[config.mk]
export PLATFORM = sky130hd
export DESIGN_NAME = core_ctrl
export DESIGN_NICKNAME = d
export VERILOG_FILES = /design/src/rtl/core_ctrl.sv
export SDC_FILE = /design/constraint.sdc
export NUM_CORES = 1
export LEC_CHECK = 0
export CAP_MARGIN = 0
export CORE_ASPECT_RATIO = 0.6
export CORE_MARGIN = 1.5
export CORE_UTILIZATION = 25
export CTS_CLUSTER_SIZE = 30
export DETAILED_ROUTE_END_ITERATION = 12
export PLACE_DENSITY = 0.52
export SETUP_SLACK_MARGIN = 0.02
export SLEW_MARGIN = 5
export SYNTH_ARGS = -nofsm -noshare
export SYNTH_HDL_FRONTEND = slang
export SYNTH_SLANG_ARGS = --single-unit
[constraint.sdc]
create_clock -name clk -period 1.95 [get_ports clk]
set_input_delay 0.39 -clock clk [delete_from_list [all_inputs] [get_ports clk]]
set_output_delay 0.39 -clock clk [all_outputs]
set_load 0.01 [all_outputs]
[src/rtl/core_ctrl.sv]
// Multi-cycle fetch/decode/execute/mem/write-back sequencer for the core datapath.
// Optional memory-handshake watchdog enabled by defining CORE_CTRL_TIMEOUT_EN.
module core_ctrl #(
   parameter int DATA_WIDTH     = 32,
   parameter int TIMEOUT_CYCLES = 16
) (
   input  logic                  clk,
   input  logic                  rst,
   output logic                  imem_req,
   input  logic                  imem_ready,
   input  logic [DATA_WIDTH-1:0] imem_rdata,
   output logic [DATA_WIDTH-1:0] instruction,
   output logic [2:0]            imm_op,
   output logic                  alu_src_imm,
   output logic                  dmem_req,
   input  logic                  dmem_ready,
   output logic                  wb_sel,
   output logic                  reg_write,
   output logic                  pc_inc,
   output logic                  retired,
   output logic                  trap,
   output logic [1:0]            trap_cause
);

   // state   | meaning
   // FETCH   | request instruction until imem_ready
   // DECODE  | classify opcode, trap on illegal
   // EXEC    | single ALU cycle
   // MEM     | data read until dmem_ready
   // WB      | write back, advance PC, retire
   // TRAP    | halted until reset
   typedef enum logic [2:0] {
      S_FETCH, S_DECODE, S_EXEC, S_MEM, S_WB, S_TRAP
   } state_t;

   localparam logic [6:0] OPC_OPIMM = 7'b0010011;
   localparam logic [6:0] OPC_LOAD  = 7'b0000011;
   localparam logic [6:0] OPC_OP    = 7'b0110011;
   localparam logic [2:0] IMM_3120  = 3'b000;
   localparam logic [2:0] IMM_NONE  = 3'b111;

   state_t     state;
   logic [6:0] opcode;
   logic       is_load;
   logic       is_imm_type;
   logic       is_legal;
   logic       timeout;

   assign opcode      = instruction[6:0];
   assign is_load     = (opcode == OPC_LOAD);
   assign is_imm_type = (opcode == OPC_OPIMM) || is_load;
   assign is_legal    = is_imm_type || (opcode == OPC_OP);

`ifdef CORE_CTRL_TIMEOUT_EN
   localparam int CNT_W = $clog2(TIMEOUT_CYCLES + 1);
   logic [CNT_W-1:0] wait_cnt;
   logic             wait_ready;

   assign wait_ready = (state == S_FETCH) ? imem_ready : dmem_ready;
   // A ready arriving on the limit cycle takes priority over the trap.
   assign timeout    = (wait_cnt == CNT_W'(TIMEOUT_CYCLES - 1)) && !wait_ready;

   always_ff @(posedge clk or posedge rst) begin
      if (rst)
         wait_cnt <= '0;
      else if ((state == S_FETCH || state == S_MEM) && !wait_ready)
         wait_cnt <= wait_cnt + 1'b1;
      else
         wait_cnt <= '0;
   end
`else
   assign timeout = 1'b0;
`endif

   always_ff @(posedge clk or posedge rst) begin
      if (rst) begin
         state       <= S_FETCH;
         instruction <= '0;
         imem_req    <= 1'b1;
         dmem_req    <= 1'b0;
         reg_write   <= 1'b0;
         pc_inc      <= 1'b0;
         retired     <= 1'b0;
         trap        <= 1'b0;
         trap_cause  <= 2'd0;
      end else begin
         imem_req  <= 1'b0;
         dmem_req  <= 1'b0;
         reg_write <= 1'b0;
         pc_inc    <= 1'b0;
         retired   <= 1'b0;
         case (state)
            S_FETCH: begin
               if (imem_ready) begin
                  instruction <= imem_rdata;
                  state       <= S_DECODE;
               end else if (timeout) begin
                  state      <= S_TRAP;
                  trap       <= 1'b1;
                  trap_cause <= 2'd2;
               end else begin
                  imem_req <= 1'b1;
               end
            end
            S_DECODE: begin
               if (is_legal) begin
                  state <= S_EXEC;
               end else begin
                  state      <= S_TRAP;
                  trap       <= 1'b1;
                  trap_cause <= 2'd1;
               end
            end
            S_EXEC: begin
               if (is_load) begin
                  state    <= S_MEM;
                  dmem_req <= 1'b1;
               end else begin
                  state     <= S_WB;
                  reg_write <= 1'b1;
                  pc_inc    <= 1'b1;
                  retired   <= 1'b1;
               end
            end
            S_MEM: begin
               if (dmem_ready) begin
                  state     <= S_WB;
                  reg_write <= 1'b1;
                  pc_inc    <= 1'b1;
                  retired   <= 1'b1;
               end else if (timeout) begin
                  state      <= S_TRAP;
                  trap       <= 1'b1;
                  trap_cause <= 2'd2;
               end else begin
                  dmem_req <= 1'b1;
               end
            end
            S_WB: begin
               state    <= S_FETCH;
               imem_req <= 1'b1;
            end
            S_TRAP: state <= S_TRAP;
            default: begin
               state    <= S_FETCH;
               imem_req <= 1'b1;
            end
         endcase
      end
   end

   // Decode-derived controls follow IR only while an instruction is in flight.
   always_comb begin
      imm_op      = IMM_NONE;
      alu_src_imm = 1'b0;
      wb_sel      = 1'b0;
      if ((state == S_DECODE || state == S_EXEC || state == S_MEM || state == S_WB)
          && is_imm_type) begin
         imm_op      = IMM_3120;
         alu_src_imm = 1'b1;
         wb_sel      = is_load;
      end
   end

endmodule
After elaboration in Yosys (flattened, before gate mapping)
Cells that the tools add are included.
Storage, ports and cells
  flip-flop bits (word level): 39
  input port bits: 36
  output and inout bits: 45
  word-level logic and storage cells: 44
Cells by class
  equality and inequality tests: 10
  mux-type cells: 16
  bitwise gates (word level): 1
  reduce and logical (&&, ||, !) cells: 11
Operators with widths (count)
  2-to-1 mux 3 bit: 5
  case mux 3 bit (5 select lines): 1
  == test 7 x 2 -> 1 bit, second input constant: 1
  == test 7 x 5 -> 1 bit, second input constant: 1
  == test 7 x 6 -> 1 bit, second input constant: 1
  2-to-1 mux 1 bit: 7
  == test 3 x 2 -> 1 bit, second input constant: 2
  == test 3 bit, second input constant: 2
  case mux 1 bit (2 select lines): 3
  AND reduction 2 bit: 3
  logical OR 1 bit: 5
  inequality test 2 bit, second input constant: 2
  OR reduction 4 bit: 1
  == test 3 x 1 -> 1 bit, second input constant: 1
  logical NOT 3 bit: 1
  logical AND 1 bit: 1
  NOT 1 bit: 1

Logic depth before layout (Yosys ltp)
  word-level depth: 6
  gate-level depth with buffers: 5
  mapped depth without buffers: 4

Worst setup path before layout
OpenSTA, ideal clock, no wires.
  path kind: reg-to-output
  start point: register instruction[6]
  end point: output port wb_sel
  data arrival time: 1.700 ns
  data required time: 1.560 ns
  path slack: -0.140 ns
  cell stages (with the launch flop): 5
  path buffers: 1
  path through: dfrtp_1 > or4_1 > buf_2 > or3_1 > nor2_1
On the way
  cells in the longest elaborated chain, start to end: 4
  elaborated cells on any way between the ends: 5
  classes of those cells: 2 x eq/ne; 1 x mux; 2 x reduce/logical
RTL lines
  start: declaration: line 12  | output logic [DATA_WIDTH-1:0] instruction,
  start signal: assignment: line 95  | instruction <= imem_rdata;
  == test 7 x 5 -> 1 bit or == test 7 x 2 -> 1 bit (tied branches): line 51, 50
  logical OR 1 bit: line 51  | assign is_imm_type = (opcode == OPC_OPIMM) || is_load;
  logical AND 1 bit: line 158  | && is_imm_type) begin
  2-to-1 mux 1 bit *: line 157  | if ((state == S_DECODE || state == S_EXEC || state == S_MEM || state == S_WB)
  end: declaration: line 17  | output logic wb_sel,
Every way passes the cells marked *; elsewhere a longest branch is shown, timed or not.

Worst setup path after layout
Same ends and word-level chain as after synthesis.

==> impl.org <==
** Status
- Status :: finished with violations
- Violations in the final reports :: negative setup slack

** Floorplanning
- The floorplan has 22 rows.
- Die X :: 109 um
- 81 I/O pins were placed.
- From bottom edge to top edge, the die measures 66.4 um.
- Core area :: 6300 um^2
- Initial Utilization :: 0.266
- The floorplan step defined a die boundary enclosing 7220 um^2.

** Detailed routing
- DRC violation count after routing :: 0
- Summed over all layers, the routed wires come to 4130 um.
- Post-DRT Antenna Nets :: 0
- Routed len/inst :: 13.8 um
- Using the TritonRoute via totals, the vias-per-cell ratio works out to 4.32.
- Total via count in the routed design :: 1,295
- Count of TritonRoute iterations in the first routing pass :: 4
- Drt first-iter violations :: 22

** Logic synthesis
- Syn Inst Count :: 127
- Simple-gate portion of the synthesized area :: 0.0791
- The area fraction in compound gates after synthesis is 0.0657.
- Synth Area in XOR/XNOR :: 0.00522
- Of the total synthesized cell area, the portion taken by full adders, half adders and majority gates is 0.
- Yosys synthesis warning count :: 0
- In this run the cell area of the synthesized design comes to 1680 um^2.
- Multiplexer fraction of the synthesized cell area :: 0.208
- The number of nets handed over by synthesis was 163.
- Distinct cell type count after synthesis :: 28
- Synthesized area per cell :: 13.2 um^2
- Post-synthesis sequential element count :: 39
- Of the synthesized area, sequential elements account for 0.583.
- After synthesis, the largest family of logic cells by area is multiplexers.

** Power and ir drop
- Final Power :: 2.45 mW
- In this run the power density over the cells is 902 nW/um^2.
- Peak supply drop :: 448 uV
- Leakage power figure :: 1.14 nW

** Timing
- Slew Viols, Final :: 0
- Count of final hold-check violations :: 0
- Final period utilization :: 1.11
- Derived from the worst setup path, the maximum achievable clock frequency is 461 MHz.
- Counting I/O delays and the setup requirement, the final critical path takes 2.17 ns.
- Worst Clk Skew :: 0.00237 ns
- Setup violators final :: 5
- Unrepaired setup endpoints after global routing :: true
- PnR worst setup slack :: -0.221 ns

** Placed design
- Placer congestion estimate :: 0.767
- Buffers placed on the I/O ports in this run total 79.
- Dpl ws :: -0.350 ns
- Detailed placement finished with a half-perimeter wire length of 3140 um.
- Placement Cell Area :: 2630 um^2

** Setup path
- Data on the critical path is required at its endpoint by 1.56 ns.
- Crit. End Element :: primary output
- STA puts the critical path data arrival time at 1.78 ns.
- Category of the critical setup timing path :: flip-flop to primary output
- Crit-path max FO :: 5
- STA classifies the critical path startpoint as a flip-flop.

** Finish
- Layout area overhead :: 61.9%
- NumNets Final :: 251
- Most common cell after layout, fill and taps aside :: sky130_fd_sc_hd__clkdlybuf4s50_1
- Share of post-route cells with drive strength above 1 :: 0.306
- Post-route cell area :: 2710 um^2
- The repair_antennas step left the layout with diodes totalling 0.
- Once layout is complete, the utilization of the core stands at 0.431.
- FILL cells :: 587
- In the layout the commonest cells are 74 x sky130_fd_sc_hd__clkdlybuf4s50_1, 38 x sky130_fd_sc_hd__dfrtp_1, 31 x sky130_fd_sc_hd__mux2_2.

** GRT
- The initial antenna violation count came to 0.
- Entering global routing, the biggest net connects 25 pins.
- Across every metal layer, demand over resource in global routing totals 0.124.
- The first global-routing pass estimated 6720 um of wire.
- Vias in the first global route :: 1,398
- Grt ovf :: 0

** CTS
- The longest clock path from root to sink contains 2 buffers.
- TritonCTS built the clock tree.
- Buffers added to address setup during post-CTS repair amount to 0.
- The number of hold buffers added after CTS was 0.
- The cell sitting at the root of the clock tree is a sky130_fd_sc_hd__clkbuf_8.
- Number of CTS-inserted buffers :: 5
- Clock edge transition at the registers on the reported setup and hold paths :: 0.07 ns
- Clock latency on the worst-skew pair, taken at its later pin, is 0.28 ns.
- CTS built an H-tree with a depth of 2.
- Clock sink total :: 39

** Hold path
- The path class of the tightest hold or removal check is input port to async pin.

** Flow run
- The tool flagged a number of max-cap violations equal to 0.
## where the power goes
part           internal, mW  leakage, nW  switching [mW]
combinational         0.510        0.616           0.269
sequential            0.973        0.475           0.101
clock                 0.323       0.0515           0.271
## area by class of cell
cell class              count  area, um^2  share of cell area
inverters                   5        18.8             0.00692
clock buffers               8         100              0.0369
well taps                  84         105              0.0387
repair buffers             94         897               0.331
flip-flops and latches     39         977               0.360
multi-input cells          70         616               0.227
## synth_stat cells (all sizes together)
cell type  instances  area share
clkbuf             3      0.0067
conb               1      0.0022
nor2               4      0.0090
dfstp              1       0.016
dfrtp             38        0.57
xor2               1      0.0052
or2                1      0.0037
o22a               1      0.0052
a21oi              6       0.020
nor4b              1       0.014
inv                5       0.011
nor2b              3       0.011
or3                2      0.0075
o31ai              1      0.0045
o22ai              2      0.0075
or4                2       0.011
a2bb2oi            2       0.010
nor3b              1      0.0045
o21ai              3      0.0090
mux2              31        0.21
buf               10       0.039
o21bai             1      0.0045
nand2              3      0.0067
a211oi             1      0.0045
nand2b             3       0.011
## path summary, 6_finish.rpt
kind	startpoint	endpoint	slack [ns]	depth (start not counted)
setup / recovery	instruction[6]	wb_sel	-0.22	4
hold / removal	rst	instruction[10]	0.45	3
setup reg to reg	instruction[6]	retired	0.16	4
hold reg to reg	instruction[18]	instruction[18]	0.51	1
max in group asynchronous	rst	imem_req	1.24	3
min in group clk	instruction[18]	instruction[18]	0.51	1
## state kept, by name, summed over array words and instances (netlist names)
signal / count
instruction: 32
state: 3
dmem_req: 1
trap_cause: 1
retired: 1
imem_req: 1
## kinds of logic (layout without fill, tap and decap cells)
kind of cell,count (synthesis),count (layout)
and+or+nand+nor,20,20
AOI/OAI and AO/OA,17,17
buffers and inverters,18,107
other,1,1
DFF,39,39
xor gates and xnor gates,1,1
muxes,31,31
## through the flow
stage | setup TNS, ns | hold WS (ns) | cells
floorplan | -0.0262 | 0.507 | 127
global placement | -1.25 | 0.481 | 292
detailed placement | -1.35 | 0.494 | 292
CTS | -1.29 | 0.454 | 300
global route | -1.28 | 0.453 | 300
finish | -0.908 | 0.449 | 300
## metal layers
metal | GRT usage | vias up | routed length (um)
met5 | 0 | - | 0
met4 | 0.0395 | 0 | 23
met3 | 0.0601 | 2 | 404
met2 | 0.185 | 57 | 1710
met1 | 0.157 | 626 | 1990
li1 | - | 610 | -
## repair_timing
| item | CTS | global route |
|---|---|---|
| hold endpoints to repair | 0 | 0 |
| setup endpoints to repair | 5 | 5 |
| pin swaps | 1 | 1 |
| gates resized for setup | 21 | 1 |
## critical path, stage by stage, from the launching register on
cell                      delay (ns)
sky130_fd_sc_hd__dfrtp_1        0.38
sky130_fd_sc_hd__or4_4          0.54
sky130_fd_sc_hd__or3_4          0.37
sky130_fd_sc_hd__nor2_2         0.08
sky130_fd_sc_hd__buf_2          0.13
(Power assumes the default switching activity.)
==> edit 1, RTL diff (same flow settings) <==
The 6 states of `state_t` get a one-hot encoding in 6 bits.
--- a/src/rtl/core_ctrl.sv
+++ b/src/rtl/core_ctrl.sv
@@ -29,8 +29,8 @@
    // MEM     | data read until dmem_ready
    // WB      | write back, advance PC, retire
    // TRAP    | halted until reset
-   typedef enum logic [2:0] {
-      S_FETCH, S_DECODE, S_EXEC, S_MEM, S_WB, S_TRAP
+   typedef enum logic [5:0] {
+      S_FETCH = 6'b000001, S_DECODE = 6'b000010, S_EXEC = 6'b000100, S_MEM = 6'b001000, S_WB = 6'b010000, S_TRAP = 6'b100000
    } state_t;
 
    localparam logic [6:0] OPC_OPIMM = 7'b0010011;
Check against the original RTL: same outputs for any inputs over 10 cycles, from zero or initial values and one cycle with rst high; not proved beyond that.
==> edit 1 against the unedited design <==
- the run still ends with setup timing left
- wire length rose by 11%
- sequential cell count rose by 3
- die area rose by 16%
- worst hold slack got worse by 0.021 ns
- area after synthesis rose by 17%
- core utilization rose by 0.50 points
- setup slack improved by 0.22 ns
- design area rose by 19%
- largest cell class is now buffers
Power is not compared: it rests on default switching activity, and its combinational part moved more than twofold at a synthesized area within 25%.
==> edit 1: results (changes against the unedited design) <==
first-pass GRT wire length -> 6900 um (was 6720 um)
routed wire length -> 4580 um (was 4130 um)
proportion of layout cells with a drive suffix above 1 -> 0.353 (was 0.306)
failing checks -> setup timing (unchanged)
run status -> finished, violations left (unchanged)
Hold Path Class -> in2async (unchanged)
Post-synth top cells -> 40 x dfrtp_1, 29 x mux2_4, 6 x buf_4, 4 x o21ai_0, 4 x o22ai_1 (was 38 x dfrtp_1, 31 x mux2_2, 6 x buf_4, 5 x a21oi_1, 5 x inv_1)
setup_tns -> -0.000152 ns (was -0.908 ns)
leak pwr -> 1.42 nW
r2r startpoint -> state[3]$_DFFE_PP0P_ (was instruction[6]$_DFFE_PP0P_)
reg2reg end -> instruction[25]$_DFFE_PP0P_ (was retired$_DFF_PP0_)
detailed router's first-iteration violation count -> 46 (was 22)
Setup violations, final -> 1 (was 5)
antenna violations before repair -> 0 (unchanged)
Post-Syn Nets -> 165 (was 163)
unique cell type count in the Yosys netlist -> 31 (was 28)
Buffers on Ports -> 79 (unchanged)
Post-DP HPWL -> 3220 um (was 3140 um)
largest net degree at the start of global routing -> 26 (was 25)
Post-DP Area -> 0.00294 mm2 (was 0.00263 mm2)
Synth area leaders -> dfrtp_1 51%, mux2_4 22%, buf_12 3.1% (was dfrtp_1 57%, mux2_2 21%, buf_4 2.7%)
vias in the first global route -> 1462 (was 1398)
Overall Global Routing Usage -> 0.103 (was 0.124)
Largest regs -> instruction x32, state x6 (was instruction x32, state x3)
Avg Vias per Cell -> 4.11 (was 4.32)
crit path max fanout -> 5 (unchanged)
H-tree levels -> 2 (unchanged)
R2R Setup Slk -> 0.10 ns (was 0.16 ns)
Root Buffer -> clkbuf_16 (was clkbuf_8)
Cell Count, Final, Fillers Out -> 336 (was 300)
Post-layout nets -> 267 (was 251)
post-route setup slack -> -0.000152 ns (was -0.221 ns)
total CTS buffers -> 5 (unchanged)
dpl cells -> 322 (was 292)
CP Capture Point -> imm_op[1] (was wb_sel)
R2R depth -> 5 (was 4)
Worst Skew -> 0.00563 ns (was 0.00237 ns)
Clock Path Buffers -> 2 (unchanged)
GPL Wtd Cong -> 0.724 (was 0.767)
sequential cell area fraction in the yosys report -> 0.537 (was 0.583)
Gate Count Post-Synth -> 129 (was 127)
edit 1: cell families after synthesis:
group                  Yosys count  synth area share
AND/OR/NAND/NOR                 21            0.0797
buffers and inverters           15            0.0765
AO/OA/AOI/OAI                   16            0.0574
flip-flops                      42             0.537
XOR/XNOR                         2           0.00892
multiplexers                    32             0.239
other                            1           0.00191
edit 1: stage by stage:
step / worst slack [ns] / total power [W] / hold slack, ns
floorplan: 0.103 / 0.00287 / 0.501
global placement: -0.148 / 0.00396 / 0.488
detailed placement: -0.140 / 0.00396 / 0.493
CTS: -0.0274 / 0.00501 / 0.434
global route: -0.0773 / 0.00536 / 0.473
finish: -0.000152 / 0.00508 / 0.428
edit 1: final cells by class:
| class | count | area (um2) |
|---|---|---|
| clock buffer | 5 | 125 |
| clock inverter | 3 | 40.0 |
| fill | 708 | 4190 |
| inverter | 3 | 11.3 |
| multi-input combinational | 72 | 812 |
| sequential | 42 | 1050 |
| tap | 104 | 130 |
| timing repair buffer | 107 | 1060 |
edit 1: repair_timing:
item | 4_1_cts | 5_1_grt
resized for setup | 26 | 7
setup buffers | 3 | 1
hold buffers | 0 | 0
cloned | 0 | 2
pin swaps | 3 | 5
endpoints found under the setup margin | 5 | 37
edit 1: how the worst min path moves through the flow:
stage                                  end  slack, ns  cells past startpoint
5_1_grt        instruction[31]$_DFFE_PP0P_       0.47                      3
3_3_place_gp   instruction[11]$_DFFE_PP0P_       0.49                      1
2_1_floorplan           dmem_req$_DFF_PP0_       0.50                      1
3_5_place_dp   instruction[19]$_DFFE_PP0P_       0.49                      1
4_1_cts        instruction[21]$_DFFE_PP0P_       0.43                      3
6_report       instruction[31]$_DFFE_PP0P_       0.43                      3
edit 1: power breakdown:
part           internal [W]  switching [W]  leakage, nW  total (W)
clock network      0.000599       0.000318       0.0836   0.000917
registers           0.00129       0.000296        0.502    0.00158
logic               0.00171       0.000867        0.834    0.00258
edit 1: worst max-delay path, cell delays in order, from the launching register on:
cell,delay [ns]
dfrtp_1,0.44
xor2_1,0.17
o211a_1,0.24
o211ai_1,0.25
buf_2,0.19
edit 1: layer usage:
metal | share of wire | track usage
met2 | 0.39 | 0.140
met4 | 0.0037 | 0.0206
met5 | 0 | 0
met1 | 0.52 | 0.147
met3 | 0.088 | 0.0518
==> edit 2, RTL diff (same flow settings) <==
Made on the original files. Build with the macro `CORE_CTRL_TIMEOUT_EN` defined.
--- a/src/rtl/core_ctrl.sv
+++ b/src/rtl/core_ctrl.sv
@@ -1,5 +1,7 @@
 // Multi-cycle fetch/decode/execute/mem/write-back sequencer for the core datapath.
 // Optional memory-handshake watchdog enabled by defining CORE_CTRL_TIMEOUT_EN.
+`define CORE_CTRL_TIMEOUT_EN
+
 module core_ctrl #(
    parameter int DATA_WIDTH     = 32,
    parameter int TIMEOUT_CYCLES = 16
Behaviour: same outputs for any inputs over 10 cycles, from zero or initial values and one cycle with rst high; that may be too few to reach the edited logic, so the function may still have changed.
==> edit 2 against the unedited design <==
- setup slack improved by 0.30 ns
- design area grew 17%
- core utilization down 0.25 points
- register-to-register slack improved by 0.04 ns
- clock skew rose by 0.0018 ns
- wire length rose by 15%
- area after synthesis increased by 16%
- sequential cell count grew 7
Power is not compared: it rests on default switching activity, and its combinational part moved more than twofold at a synthesized area within 25%.
==> edit 2: results (changes against the unedited design) <==
run status -> finished clean (was finished, violations left)
Synth area leaders -> dfrtp_1 58%, mux2_2 17%, buf_4 2.7% (was dfrtp_1 57%, mux2_2 21%, buf_4 2.7%)
GPL Wtd Cong -> 0.775 (was 0.767)
dpl cells -> 341 (was 292)
Post-Synth Adder-Cell Area -> 0.0129 (was 0)
Post-Syn Nets -> 188 (was 163)
pre-CTS setup slack -> 0.0455 ns (was -0.350 ns)
Post-DP HPWL -> 3430 um (was 3140 um)
CP max stage delay -> 0.39 ns (was 0.54 ns)
R2R depth -> 6 (was 4)
crit path max fanout -> 2 (was 5)
post-synthesis compound-gate area fraction -> 0.0510 (was 0.0657)
Root Buffer -> clkbuf_16 (was clkbuf_8)
Post-layout nets -> 287 (was 251)
via count -> 1448 (was 1295)
post-synthesis async set-or-reset flop share -> 1.00 (unchanged)
Post-synth top cells -> 45 x dfrtp_1, 30 x mux2_2, 14 x nor2_1, 8 x inv_1, 7 x buf_4 (was 38 x dfrtp_1, 31 x mux2_2, 6 x buf_4, 5 x a21oi_1, 5 x inv_1)
WL/cell -> 13.4 um (was 13.8 um)
antenna cell count -> 0 (unchanged)
Worst setup startpoint -> state[1]$_DFF_PP0_ (was instruction[6]$_DFFE_PP0P_)
Overall Global Routing Usage -> 0.122 (was 0.124)
sequential cell area fraction in the yosys report -> 0.594 (was 0.583)
largest net degree at the start of global routing -> 47 (was 25)
Post-DP Area -> 0.00296 mm2 (was 0.00263 mm2)
highest clock rate -> 0.535 GHz (was 0.461 GHz)
Avg Vias per Cell -> 4.09 (was 4.32)
Hold Path Class -> in2async (unchanged)
slowest CP cell -> dfrtp_1 (was or4_4)
Gate Count Post-Synth -> 150 (was 127)
R2R Setup Slk -> 0.20 ns (was 0.16 ns)
detailed router's first-iteration violation count -> 26 (was 22)
reg2reg end -> instruction[25]$_DFFE_PP0P_ (was retired$_DFF_PP0_)
unique cell type count in the Yosys netlist -> 32 (was 28)
Setup violations, final -> 0 (was 5)
Arr. time, crit path -> 1.48 ns (was 1.78 ns)
proportion of layout cells with a drive suffix above 1 -> 0.276 (was 0.306)
post-synthesis xor/xnor area fraction -> 0.0135 (was 0.00522)
mux share of post-synthesis cell area -> 0.186 (was 0.208)
CP Capture Point -> imm_op[0] (was wb_sel)
total CTS buffers -> 5 (unchanged)
VDD IR-drop max -> 549 uV
Worst Skew -> 0.00413 ns (was 0.00237 ns)
antenna violations before repair -> 0 (unchanged)
drt pass-1 iters -> 4 (unchanged)
first-pass GRT wire length -> 7510 um (was 6720 um)
## edit 2: changes by cell type in the layout (fill, tap and decap cells not counted), sizes merged, moves of 3 or more
cell | unedited run | this run
nor2 | 4 | 14
buf | 20 | 24
dfrtp | 38 | 45
inv | 5 | 9
a31oi | 0 | 3
a21oi | 6 | 2
nand3 | 0 | 4
## edit 2: through the flow
| step | utilization | hold slack [ns] |
|---|---|---|
| after global routing | 0.428 | 0.489 |
| after detailed placement | 0.401 | 0.461 |
| final | 0.428 | 0.458 |
| after global placement | 0.401 | 0.450 |
| after CTS | 0.428 | 0.470 |
| after floorplan | - | 0.433 |
## edit 2: cells by family after synthesis
family / Yosys count
and+or+nand+nor: 34
xor gates and xnor gates: 3
AOI/OAI and AO/OA: 16
muxes: 32
DFF: 46
adders and majority gates: 2
buffers and inverters: 17
## edit 2: critical path, delay by kind of cell (launching register included)
family	cells	cell delay, ns
DFF	1	0.39
buffers and inverters	2	0.38
and+or+nand+nor	2	0.28
xor gates and xnor gates	1	0.14
## edit 2: cell type report
class / instances / area, um2
inverter: 8 / 30.0
sequential: 46 / 1150
clock inverter: 3 / 43.8
tap: 104 / 130
timing repair buffer: 101 / 988
fill: 732 / 4230
multi-input combinational: 87 / 692
clock buffer: 5 / 125
## edit 2: metal layers
layer  track usage  part of all wire  vias up
li1              -                 -      713
met1         0.186              0.52      670
met2         0.137              0.35       57
met3        0.0728              0.12        8
met4        0.0361             0.011        0
met5             0                 0        -
## edit 2: power by group
part	switching [W]	total, W	leakage [nW]	internal, W
sequential	0.000206	0.00153	0.561	0.00133
combinational	0.000697	0.00185	0.706	0.00115
clock	0.000373	0.000980	0.0842	0.000607
## edit 2: what timing repair did
item,4_1_cts,5_1_grt
setup endpoints to repair,5,5
setup buffers,5,1
pin swaps,3,3
resized for setup,14,7
gates cloned,0,0
